### src/rtl/tagged_token_demux.sv
// Splits a tagged {tag, payload} token stream into per-flux first-word-fall-through FIFOs.
// A single early-warning full flag is returned to the producer.
module tagged_token_demux #(
  parameter int FLUX       = 2,
  parameter int DATA_WIDTH = 8,
  parameter int TAG_WIDTH  = (FLUX > 2) ? $clog2(FLUX) : 1,
  parameter int WIDTH      = DATA_WIDTH + TAG_WIDTH,
  parameter int DEPTH      = 4
) (
  input  logic                       clk,
  input  logic                       rst,
  input  logic                       in_port_write,
  input  logic [WIDTH-1:0]           in_port_datain,
  output logic                       in_port_full,
  input  logic [FLUX-1:0]            out_port_read,
  output logic [FLUX-1:0]            out_port_empty,
  output logic [FLUX*DATA_WIDTH-1:0] out_port_dataout,
  output logic [FLUX-1:0]            overflow,
  output logic                       bad_tag
);

  localparam int PTR_W = $clog2(DEPTH);
  localparam int CNT_W = $clog2(DEPTH + 1);
  localparam logic [CNT_W-1:0] CNT_FULL  = CNT_W'(DEPTH);
  localparam logic [CNT_W-1:0] CNT_AFULL = CNT_W'(DEPTH - 1);

  logic [TAG_WIDTH-1:0]  tag;
  logic [DATA_WIDTH-1:0] payload;
  logic                  tag_ok;
  logic [FLUX-1:0]       almost_full;
  logic                  bad_tag_q, bad_tag_d;

  assign tag     = in_port_datain[WIDTH-1:DATA_WIDTH];
  assign payload = in_port_datain[DATA_WIDTH-1:0];

  // Only a tag field wider than needed can carry an out-of-range flux number.
  generate
    if ((1 << TAG_WIDTH) > FLUX) begin : g_tag_range
      assign tag_ok = (tag < TAG_WIDTH'(FLUX));
    end else begin : g_tag_all
      assign tag_ok = 1'b1;
    end
  endgenerate

  generate
    for (genvar gi = 0; gi < FLUX; gi++) begin : g_flux
      logic [PTR_W-1:0]      wr_ptr_q, wr_ptr_d;
      logic [PTR_W-1:0]      rd_ptr_q, rd_ptr_d;
      logic [CNT_W-1:0]      count_q, count_d;
      logic                  ovf_q, ovf_d;
      logic [DATA_WIDTH-1:0] mem_q [DEPTH];
      logic                  hit, push, pop;

      assign hit  = in_port_write && tag_ok && (tag == TAG_WIDTH'(gi));
      // Acceptance looks only at the pre-edge count; a same-cycle pop never frees room.
      assign push = hit && (count_q != CNT_FULL);
      assign pop  = out_port_read[gi] && (count_q != '0);

      always_comb begin
        wr_ptr_d = wr_ptr_q;
        rd_ptr_d = rd_ptr_q;
        count_d  = count_q;
        ovf_d    = ovf_q | (hit && (count_q == CNT_FULL));
        if (push) wr_ptr_d = wr_ptr_q + PTR_W'(1);
        if (pop)  rd_ptr_d = rd_ptr_q + PTR_W'(1);
        case ({push, pop})
          2'b10:   count_d = count_q + CNT_W'(1);
          2'b01:   count_d = count_q - CNT_W'(1);
          default: count_d = count_q;
        endcase
      end

      always_ff @(posedge clk or negedge rst) begin
        if (!rst) begin
          wr_ptr_q <= '0;
          rd_ptr_q <= '0;
          count_q  <= '0;
          ovf_q    <= 1'b0;
        end else begin
          wr_ptr_q <= wr_ptr_d;
          rd_ptr_q <= rd_ptr_d;
          count_q  <= count_d;
          ovf_q    <= ovf_d;
        end
      end

      // Storage is not reset; stale entries are masked by the count.
      always_ff @(posedge clk) begin
        if (push) mem_q[wr_ptr_q] <= payload;
      end

      assign out_port_empty[gi] = (count_q == '0);
      assign out_port_dataout[gi*DATA_WIDTH +: DATA_WIDTH] =
        (count_q != '0) ? mem_q[rd_ptr_q] : '0;
      assign overflow[gi]    = ovf_q;
      assign almost_full[gi] = (count_q >= CNT_AFULL);
    end
  endgenerate

  assign bad_tag_d = bad_tag_q | (in_port_write && !tag_ok);

  always_ff @(posedge clk or negedge rst) begin
    if (!rst) bad_tag_q <= 1'b0;
    else      bad_tag_q <= bad_tag_d;
  end

  assign bad_tag = bad_tag_q;
  // Raised one entry early so a producer reacting a cycle late never overruns.
  assign in_port_full = |almost_full;

endmodule

### config.mk
export PLATFORM = sky130hd
export DESIGN_NAME = tagged_token_demux
export DESIGN_NICKNAME = d
export VERILOG_FILES = /design/src/rtl/tagged_token_demux.sv
export SDC_FILE = /design/constraint.sdc
export NUM_CORES = 1
export LEC_CHECK = 0
export CAP_MARGIN = 20
export CELL_PAD_IN_SITES_DETAIL_PLACEMENT = 1
export CELL_PAD_IN_SITES_GLOBAL_PLACEMENT = 2
export CORE_MARGIN = 1
export CORE_UTILIZATION = 35
export CTS_BUF_LIST = sky130_fd_sc_hd__clkbuf_8
export CTS_CLUSTER_DIAMETER = 80
export DETAILED_ROUTE_END_ITERATION = 10
export GPL_ROUTABILITY_DRIVEN = 0
export PLACE_DENSITY = 0.73
export REMOVE_ABC_BUFFERS = 1
export SETUP_SLACK_MARGIN = 0.2
export SYNTH_ARGS = -nofsm -noshare
export SYNTH_HDL_FRONTEND = slang
export SYNTH_SLANG_ARGS = --single-unit
### constraint.sdc
create_clock -name clk -period 1.7 [get_ports clk]
set_input_delay 0.34 -clock clk [delete_from_list [all_inputs] [get_ports clk]]
set_output_delay 0.34 -clock clk [all_outputs]
set_load 0.1 [all_outputs]
==> impl_metrics.env, run 1 <==
export IMPL_status="finished, violations left"
export IMPL_violations="negative setup slack"
export IMPL_placed_cells=379
export IMPL_cts_buffers=9
export IMPL_layout_drive_gt1_share_pct=52.69
export IMPL_antennaDiodeCount=0
export IMPL_critPathCaptureType="output pin"
export IMPL_ioPinCount=36
export IMPL_drt_antenna_violating_nets=0
export IMPL_drtIter0Drc=63
export IMPL_crit_arrival_ns=1.72
export IMPL_cts_num_sinks=80
export IMPL_critPathKind="flop to output pin"
export IMPL_syn_area_per_cell_um2=17.67
export IMPL_via_count=1858
export IMPL_place_ws_ns=-0.5270
export IMPL_hold_buffers=0
export IMPL_ys_warn_count=0
export IMPL_reg2reg_depth=9
export IMPL_wl_um=6721
export IMPL_via_per_inst=4.554
export IMPL_gr_usage_all_layers_pct=14.98
export IMPL_fin_ws_ns=-0.3644
export IMPL_min_path_type="primary input to asynchronous set/reset pin"
export IMPL_clock_root_buffer="clkbuf_8"
export IMPL_die_h_um=100.4
export IMPL_clkTransAtPathRegs_ns=0.09
export IMPL_grt_max_degree=17
export IMPL_grt_pass1_vias=2092
export IMPL_seq_area_frac_synth_pct=68.46
export IMPL_grt_pass1_wl_um=10950
export IMPL_worstSkewPairLatency_ns=0.34
export IMPL_std_cell_rows=35
export IMPL_ys_ff_latch=80
export IMPL_hold_violations=0
export IMPL_synthesis_area_um2=3392
export IMPL_syn_inst=192
export IMPL_critical_path_startpoint="g_flux[1].rd_ptr_q[0]"
export IMPL_hpwl_um=4592
export IMPL_crit_path_max_fanout=8
export IMPL_reg2reg_setup_slack_ns=-0.15
export IMPL_crit_path_end="out_port_dataout[14]"
export IMPL_grt_ovfl_total=0
export IMPL_port_buffer_count=34
export IMPL_rsz0062_at_grt="yes"
export IMPL_cts_max_level=3
export IMPL_critPathLaunchType="flop"
export IMPL_fin_skew_ns=0.009905
export IMPL_timing_rr_end="g_flux[1].count_q[2]"
export IMPL_period_minus_slack_ns=2.064
export IMPL_initial_core_util_pct=36.36
export IMPL_cap_violations=0
export IMPL_drc_errors=0
export IMPL_num_nets_final=300
export IMPL_final_cell_count_no_fill=408
export IMPL_required_ns=1.36
export IMPL_setup_viol=23
export IMPL_die_area_um2=10090
export IMPL_min_period_over_period_pct=121.4
export IMPL_cts_tree="built"
export IMPL_wl_per_cell_um=16.47
export IMPL_finalMaxSlewViolations=0
export IMPL_fmax_mhz=484.4
export IMPL_coreArea_um2=9328
export IMPL_die_x_um=100.4
export IMPL_cts_buffer_depth=2
export IMPL_antenna_found_initial=0
export IMPL_synthDistinctLibCells=28
export IMPL_timing_rr_start="g_flux[1].count_q[1]"
export IMPL_drtPass1Iterations=3
export IMPL_syn2layout_area_growth_pct=44.93
[cell usage after synthesis]
cell      number  share of area (%)
buf_4          3               0.66
o21ai_0        3               0.44
fa_1           2                1.2
clkbuf_2       2               0.30
a21boi_2       1               0.33
ha_1          10                3.7
edfxtp_1      64                 57
and2_4         1               0.26
buf_2          1               0.15
buf_6          3                1.0
dfrtp_1       16                 12
inv_1         13                1.4
xor2_1         7                1.8
nor2b_1       10                1.8
nor3_1         1               0.15
a21oi_2        1               0.26
mux2_1         2               0.66
mux4_2        16                 11
a31o_2         1               0.26
conb_1         1               0.11
nor2_1         5               0.55
and2_1        16                3.0
a211oi_1       1               0.22
or3_4          1               0.33
a41o_1         1               0.30
nand3_2        1               0.30
nand2_1        4               0.44
xnor2_1        5                1.3
[critical path, cell delays in order, from the launching register on]
cell and delay [ns]:
dfrtp_1 0.40, buf_12 0.15, mux4_2 0.52, nor2b_4 0.15, buf_12 0.16
[metal layers]
metal  up-vias  track usage, %  share of wire, %
met4         0           5.686               1.0
met3         6           2.646               2.8
met1       961           17.17                40
met5         -               0                 0
met2        30           27.77                56
li1        861               -                 -
[cell usage in the layout, fill, tap and decap left out, drive strengths merged, types with 4 or more instances in the layout]
cell type and count:
and2 17, nand2 4, nor2 5, nor2b 10, dfrtp 16, xor2 7, xnor2 5, mux4 16
ha 10, buf 67, clkbuf 9, inv 16, clkdlybuf4s50 11, edfxtp 64
[worst min path at each step]
stage / slack (ns) / to / depth (start not counted)
floorplan: 0.04 / g_flux[0].count_q[0] / 0
global placement: 0.52 / g_flux[1].ovf_q / 1
detailed placement: 0.53 / g_flux[0].ovf_q / 1
CTS: 0.32 / g_flux[1].wr_ptr_q[1] / 2
global route: 0.33 / g_flux[0].wr_ptr_q[0] / 2
finish: 0.32 / g_flux[0].ovf_q / 2
[logic make-up (layout without fill, tap and decap cells)]
group	count (synthesis)	in the layout	share of synthesized area (%)
DFF	80	80	68.46
AOI/OAI and AO/OA	8	8	1.807
and+or+nand+nor	39	39	6.824
xor gates and xnor gates	12	12	3.098
adders and majority gates	12	12	4.869
muxes	18	18	11.29
buffers and inverters	22	109	3.541
other	1	1	0.1106
[sequential cells by signal, indices dropped and copies added (netlist names)]
register / count
g_flux.wr_ptr_q: 4
g_flux.rd_ptr_q: 4
g_flux.count_q: 6
g_flux.mem_q: 64
g_flux.ovf_q: 2
[final cells by class]
cell class                 instances  area, µm²
clock buffer                       9      123.9
multi-input combinational         90       1141
tap                              129      161.4
clock inverter                     7      78.83
sequential                        80       2326
fill                             891       4412
timing repair buffer              80       1036
inverter                          13      48.80
[metrics by stage]
stage | hold WS, ns | TNS [ns] | util, % | instance area (µm²)
2_1_floorplan | 0.04441 | -41.32 | - | 3321
3_3_place_gp | 0.5232 | -13.59 | 46.69 | 4355
3_5_place_dp | 0.5272 | -17.74 | 46.69 | 4355
4_1_cts | 0.3196 | -6.745 | 51.67 | 4820
5_1_grt | 0.3302 | -7.732 | 52.70 | 4916
6_report | 0.3209 | -6.294 | 52.70 | 4916
[timing repair]
action,4_1_cts,5_1_grt
setup endpoints to repair,76,80
resized for setup,65,17
pin swaps,19,13
buffers inserted,8,4
cloned,1,0
Power of run 1 is not shown: default switching activity piles up to over one toggle a cycle in this logic, so the estimate is an artifact.
==> inputs of run 2 (changes only) <==
--- a/config.mk
+++ b/config.mk
@@ -5,16 +5,13 @@
 export SDC_FILE = /design/constraint.sdc
 export NUM_CORES = 1
 export LEC_CHECK = 0
-export CAP_MARGIN = 20
-export CELL_PAD_IN_SITES_DETAIL_PLACEMENT = 1
-export CELL_PAD_IN_SITES_GLOBAL_PLACEMENT = 2
 export CORE_MARGIN = 1
 export CORE_UTILIZATION = 35
 export CTS_BUF_LIST = sky130_fd_sc_hd__clkbuf_8
 export CTS_CLUSTER_DIAMETER = 80
 export DETAILED_ROUTE_END_ITERATION = 10
 export GPL_ROUTABILITY_DRIVEN = 0
-export PLACE_DENSITY = 0.73
+export PLACE_DENSITY = 0.58
 export REMOVE_ABC_BUFFERS = 1
 export SETUP_SLACK_MARGIN = 0.2
 export SYNTH_ARGS = -nofsm -noshare
==> constraint.sdc (replaced) <==
create_clock -name clk -period 1.7 [get_ports clk]
set_input_delay 0.34 -clock clk [delete_from_list [all_inputs] [get_ports clk]]
set_output_delay 0.34 -clock clk [all_outputs]
set_load 0.05 [all_outputs]
==> impl_metrics.env, run 2 (synthesis results as in run 1) <==
export IMPL_crit_path_max_fanout=5
export IMPL_antenna_found_initial=0
export IMPL_grt_ovfl_total=0
export IMPL_initial_core_util_pct=36.36
export IMPL_cts_buffer_depth=2
export IMPL_crit_arrival_ns=1.73
export IMPL_max_flop_register="g_flux.mem_q"
export IMPL_wl_um=6336
export IMPL_p_sw_share_pct=36.53
export IMPL_timing_rr_end="g_flux[1].count_q[2]"
export IMPL_netSwitchingPower_w=0.003585
export IMPL_antennaDiodeCount=0
export IMPL_required_ns=1.36
export IMPL_crit_chain="buf_12 > mux4_2 > and2_4 > buf_8"
export IMPL_timing_rr_start="g_flux[1].count_q[0]"
export IMPL_wl_per_cell_um=15.38
export IMPL_port_buffer_count=34
export IMPL_die_area_um2=10090
export IMPL_syn2layout_area_growth_pct=44.89
export IMPL_rsz0062_at_grt="yes"
export IMPL_final_cell_mix="edfxtp_1, buf_4, buf_6, and2_4, mux4_2"
export IMPL_critPathKind="flop to output pin"
export IMPL_critical_path_startpoint="g_flux[0].rd_ptr_q[0]"
export IMPL_period_minus_slack_ns=2.066
export IMPL_final_common_cell="edfxtp_1"
export IMPL_largestRegisters="g_flux.mem_q: 64 flops, g_flux.count_q: 6 flops"
export IMPL_seqPwrFrac_pct=28.7
export IMPL_fin_ws_ns=-0.3660
export IMPL_via_per_inst=4.507
export IMPL_die_h_um=100.4
export IMPL_coreArea_um2=9328
export IMPL_num_nets_final=304
export IMPL_worstSkewPairLatency_ns=0.35
export IMPL_fillerInstances=757
export IMPL_hold_violations=0
export IMPL_grt_max_degree=17
export IMPL_path_buf_inv=2
export IMPL_final_cell_count_no_fill=412
export IMPL_drtPass1Iterations=4
export IMPL_multiInputGateArea_um2=1140
export IMPL_drt_antenna_violating_nets=0
export IMPL_drc_errors=0
export IMPL_drtIter0Drc=57
export IMPL_max_stage_delay_ns=0.50
export IMPL_hpwl_um=3857
export IMPL_internal_power_w=0.006230
export IMPL_peakVddDrop_mv=0.8632
export IMPL_std_cell_rows=35
export IMPL_combPwrFrac_pct=54.4
export IMPL_regArea_um2=2326
export IMPL_cts_num_sinks=80
export IMPL_ioPinCount=36
export IMPL_via_count=1857
export IMPL_setup_viol=22
export IMPL_min_period_over_period_pct=121.5
export IMPL_largest_reg_flops=64
export IMPL_clock_root_buffer="clkbuf_8"
export IMPL_status="finished, violations left"
export IMPL_layout_drive_gt1_share_pct=53.36
export IMPL_whs_ns=0.2989
export IMPL_violations="negative setup slack"
export IMPL_gr_usage_all_layers_pct=13.72
export IMPL_cts_tree="built"
export IMPL_cpLargestDelayFamily="multiplexers"
export IMPL_reg2reg_depth=10
export IMPL_clkPwrFrac_pct=16.9
export IMPL_place_ws_ns=-0.5057
export IMPL_critPathLaunchType="flop"
export IMPL_cap_violations=0
export IMPL_placed_cells=376
export IMPL_hold_buffers=0
export IMPL_cpMaxStageDelayCell="mux4_2"
export IMPL_p_leak_nw=1.897
export IMPL_critPathCaptureType="output pin"
export IMPL_cts_buffers=9
export IMPL_pwr_density_cell_nw_per_um2=1997
export IMPL_finalMaxSlewViolations=0
export IMPL_fmax_mhz=484.0
export IMPL_cts_max_level=3
export IMPL_die_x_um=100.4
export IMPL_min_path_type="primary input to asynchronous set/reset pin"
export IMPL_clkTransAtPathRegs_ns=0.08
export IMPL_grt_pass1_vias=1935
export IMPL_grt_pass1_wl_um=9922
export IMPL_fin_skew_ns=0.008724
export IMPL_reg2reg_setup_slack_ns=-0.12
## run 2: cell count changes in the layout (fill, tap and decap cells not counted), sizes merged
cell,delta
clkbuf,+1
dlymetal6s2s,-1
clkinv,+1
buf,+3
dlygate4sd2,+1
bufinv,+2
inv,-3
## run 2: cell type report
cell class | count | share of cell area [%]
sequential | 80 | 47.33
multi-input combinational | 90 | 23.19
timing repair buffer | 84 | 20.16
tap | 129 | 3.284
clock buffer | 9 | 2.520
clock inverter | 7 | 2.419
inverter | 13 | 1.095
## run 2: how the worst max path moves through the flow
| stage | end | slack (ns) | cells past startpoint |
|---|---|---|---|
| global placement | g_flux[1].count_q[2] | -0.46 | 8 |
| detailed placement | g_flux[1].count_q[2] | -0.51 | 8 |
| floorplan | g_flux[1].count_q[2] | -1.46 | 8 |
| finish | out_port_dataout[3] | -0.37 | 4 |
| global route | out_port_dataout[13] | -0.42 | 4 |
| CTS | out_port_dataout[13] | -0.39 | 4 |
## run 2: power groups by stage
stage | Clock [W] | Combinational (W) | Sequential [W]
CTS | 0.00171 | 0.00484 | 0.00281
detailed placement | 0 | 0.00395 | 0.00281
finish | 0.00166 | 0.00534 | 0.00281
floorplan | 0 | 0.00236 | 0.00292
global placement | 0 | 0.00392 | 0.00280
global route | 0.00177 | 0.00567 | 0.00285
## run 2: layer usage
metal,vias up,track usage [%],routed length (µm)
met5,-,0,0
met4,0,7.023,90
met3,10,3.064,231
met2,39,22.66,3231
met1,939,16.98,2782
li1,869,-,-
## run 2: through the flow
step	setup TNS, ns	total power, W	util, %	area (µm²)
2_1_floorplan	-18.15	0.005280	-	3321
3_3_place_gp	-13.50	0.006712	44.31	4133
3_5_place_dp	-14.57	0.006761	44.31	4133
4_1_cts	-6.321	0.009358	50.52	4712
5_1_grt	-7.400	0.01030	52.69	4915
6_report	-6.142	0.009815	52.69	4915
## run 2: worst register-to-register path: cells and delay by family (launching register included)
kind | cells | cell delay, ns
fa+ha+maj | 2 | 0.46
flops | 1 | 0.45
compound gates | 1 | 0.08
xor+xnor | 2 | 0.30
simple gates | 2 | 0.23
buf+inv | 3 | 0.24
## run 2: repair_timing
| item | in CTS | in global routing |
|---|---|---|
| pin swaps | 8 | 19 |
| setup endpoints to repair | 58 | 88 |
| gates cloned | 1 | 1 |
| resized for setup | 82 | 28 |
| buffers inserted | 10 | 8 |
Power figures use the tool's default switching activity.
==> inputs of run 3 (changes only) <==
--- a/config.mk
+++ b/config.mk
@@ -6,12 +6,12 @@
 export NUM_CORES = 1
 export LEC_CHECK = 0
 export CORE_MARGIN = 1
-export CORE_UTILIZATION = 35
+export CORE_UTILIZATION = 30
 export CTS_BUF_LIST = sky130_fd_sc_hd__clkbuf_8
 export CTS_CLUSTER_DIAMETER = 80
 export DETAILED_ROUTE_END_ITERATION = 10
 export GPL_ROUTABILITY_DRIVEN = 0
-export PLACE_DENSITY = 0.58
+export PLACE_DENSITY = 0.5
 export REMOVE_ABC_BUFFERS = 1
 export SETUP_SLACK_MARGIN = 0.2
 export SYNTH_ARGS = -nofsm -noshare
==> constraint.sdc (replaced) <==
create_clock -name clk -period 2.7 [get_ports clk]
set_input_delay 0.54 -clock clk [delete_from_list [all_inputs] [get_ports clk]]
set_output_delay 0.54 -clock clk [all_outputs]
set_load 0.05 [all_outputs]
==> impl_metrics.env, run 3 (synthesis results as in run 1) <==
export IMPL_gr_usage_all_layers_pct=11.43
export IMPL_ioPinCount=36
export IMPL_final_cell_mix="edfxtp_1, buf_4, mux4_2, and2_1, dfrtp_1"
export IMPL_peakVddDrop_mv=0.6749
export IMPL_std_cell_rows=38
export IMPL_clkTransAtPathRegs_ns=0.08
export IMPL_crit_arrival_ns=1.85
export IMPL_drtPass1Iterations=4
export IMPL_fmax_mhz=419.0
export IMPL_layout_drive_gt1_share_pct=25.21
export IMPL_drt_antenna_violating_nets=0
export IMPL_largestRegisters="g_flux.mem_q: 64 flops, g_flux.count_q: 6 flops"
export IMPL_cts_num_sinks=80
export IMPL_tightest_slew_ns=0.7571
export IMPL_wl_um=5877
export IMPL_grt_pass1_vias=1713
export IMPL_status="complete, no violations"
export IMPL_hold_violations=0
export IMPL_grt_max_degree=17
export IMPL_hpwl_um=3883
export IMPL_grt_pass1_wl_um=9480
export IMPL_period_minus_slack_ns=2.387
export IMPL_critPathLaunchType="flop"
export IMPL_largest_reg_flops=64
export IMPL_min_path_type="flop to flop"
export IMPL_max_flop_register="g_flux.mem_q"
export IMPL_port_buffer_count=34
export IMPL_coreArea_um2=10940
export IMPL_via_per_inst=4.307
export IMPL_rsz0062_at_grt="no"
export IMPL_cts_tree="built"
export IMPL_wl_per_cell_um=15.55
export IMPL_cts_max_level=3
export IMPL_drc_errors=0
export IMPL_syn2layout_area_growth_pct=19.07
export IMPL_worstSkewPairLatency_ns=0.35
export IMPL_crit_path_max_fanout=8
export IMPL_min_period_over_period_pct=88.40
export IMPL_grt_ovfl_total=0
export IMPL_finalMaxSlewViolations=0
export IMPL_antennaDiodeCount=0
export IMPL_regArea_um2=2322
export IMPL_whs_ns=0.4719
export IMPL_antenna_found_initial=0
export IMPL_num_nets_final=259
export IMPL_fin_ws_ns=0.3131
export IMPL_totalNegativeSetupSlack_ns=0
export IMPL_setup_viol=0
export IMPL_post_cts_setup_buffers=0
export IMPL_clock_root_buffer="clkbuf_8"
export IMPL_drtIter0Drc=62
export IMPL_pwr_density_cell_nw_per_um2=1190
export IMPL_multiInputGateArea_um2=949.7
export IMPL_die_area_um2=11740
export IMPL_die_h_um=108.3
export IMPL_final_common_cell="edfxtp_1"
export IMPL_die_x_um=108.3
export IMPL_fillerInstances=1036
export IMPL_place_ws_ns=0.2678
export IMPL_fin_skew_ns=0.008440
export IMPL_maxSlewHeadroom_pct=49.37
export IMPL_critPathCaptureType="output pin"
export IMPL_cts_buffers=9
export IMPL_critPathKind="flop to output pin"
export IMPL_cap_violations=0
export IMPL_via_count=1628
export IMPL_initial_core_util_pct=31.02
export IMPL_cts_buffer_depth=2
export IMPL_required_ns=2.16
export IMPL_p_leak_nw=1.466
run 3: worst max-delay path, cell delays in order (launching register included):
cell and delay, ns:
dfrtp_1 0.39, buf_4 0.24, mux4_2 0.53, nor2b_1 0.15, buf_4 0.19
run 3: repair_timing:
item | CTS | global route
endpoints found under the setup margin | 1 | 6
hold endpoints to repair | 0 | 0
resized for setup | 1 | 1
hold buffers | 0 | 0
run 3: layout make-up:
cell class                 instances  share of cell area, %
clock buffer                       9                  3.067
clock inverter                     7                  1.766
inverter                          13                  1.208
multi-input combinational         90                  23.51
sequential                        80                  57.50
tap                              140                  4.337
timing repair buffer              39                  8.612
run 3: path summary, 6_finish.rpt:
| check | from | slack (ns) | cells past startpoint | end |
|---|---|---|---|---|
| setup / recovery | g_flux[1].rd_ptr_q[0] | 0.31 | 4 | out_port_dataout[10] |
| hold / removal | g_flux[1].ovf_q | 0.47 | 1 | g_flux[1].ovf_q |
| setup reg to reg | g_flux[0].count_q[2] | 0.62 | 6 | g_flux[0].count_q[1] |
| hold reg to reg | g_flux[1].ovf_q | 0.47 | 1 | g_flux[1].ovf_q |
| max in group asynchronous | rst | 1.59 | 1 | g_flux[1].rd_ptr_q[1] |
| min in group asynchronous | rst | 0.63 | 1 | g_flux[0].rd_ptr_q[0] |
run 3: layer usage:
metal	global-route usage, %	vias up	part of all wire [%]	wire, µm
met3	4.762	6	4.4	260
met4	3.185	0	1.2	68
li1	-	779	-	-
met2	18.06	33	48	2793
met5	0	-	0	0
met1	14.40	810	47	2754
run 3: metrics by stage:
step | instances | cell area [µm²] | utilization, % | power, W
6_report | 378 | 4039 | 36.93 | 0.004806
5_1_grt | 378 | 4039 | 36.93 | 0.005096
4_1_cts | 378 | 4035 | 36.90 | 0.004878
3_5_place_dp | 362 | 3841 | 35.13 | 0.004007
3_3_place_gp | 362 | 3841 | 35.13 | 0.004008
2_1_floorplan | 183 | 3321 | - | 0.003324
run 3: power breakdown:
part | switching [W] | internal (W) | leakage (nW)
combinational | 0.00132 | 0.000845 | 0.603
sequential | 0.000202 | 0.00157 | 0.765
clock | 0.000437 | 0.000429 | 0.0974
total | 0.00196 | 0.00284 | 1.47
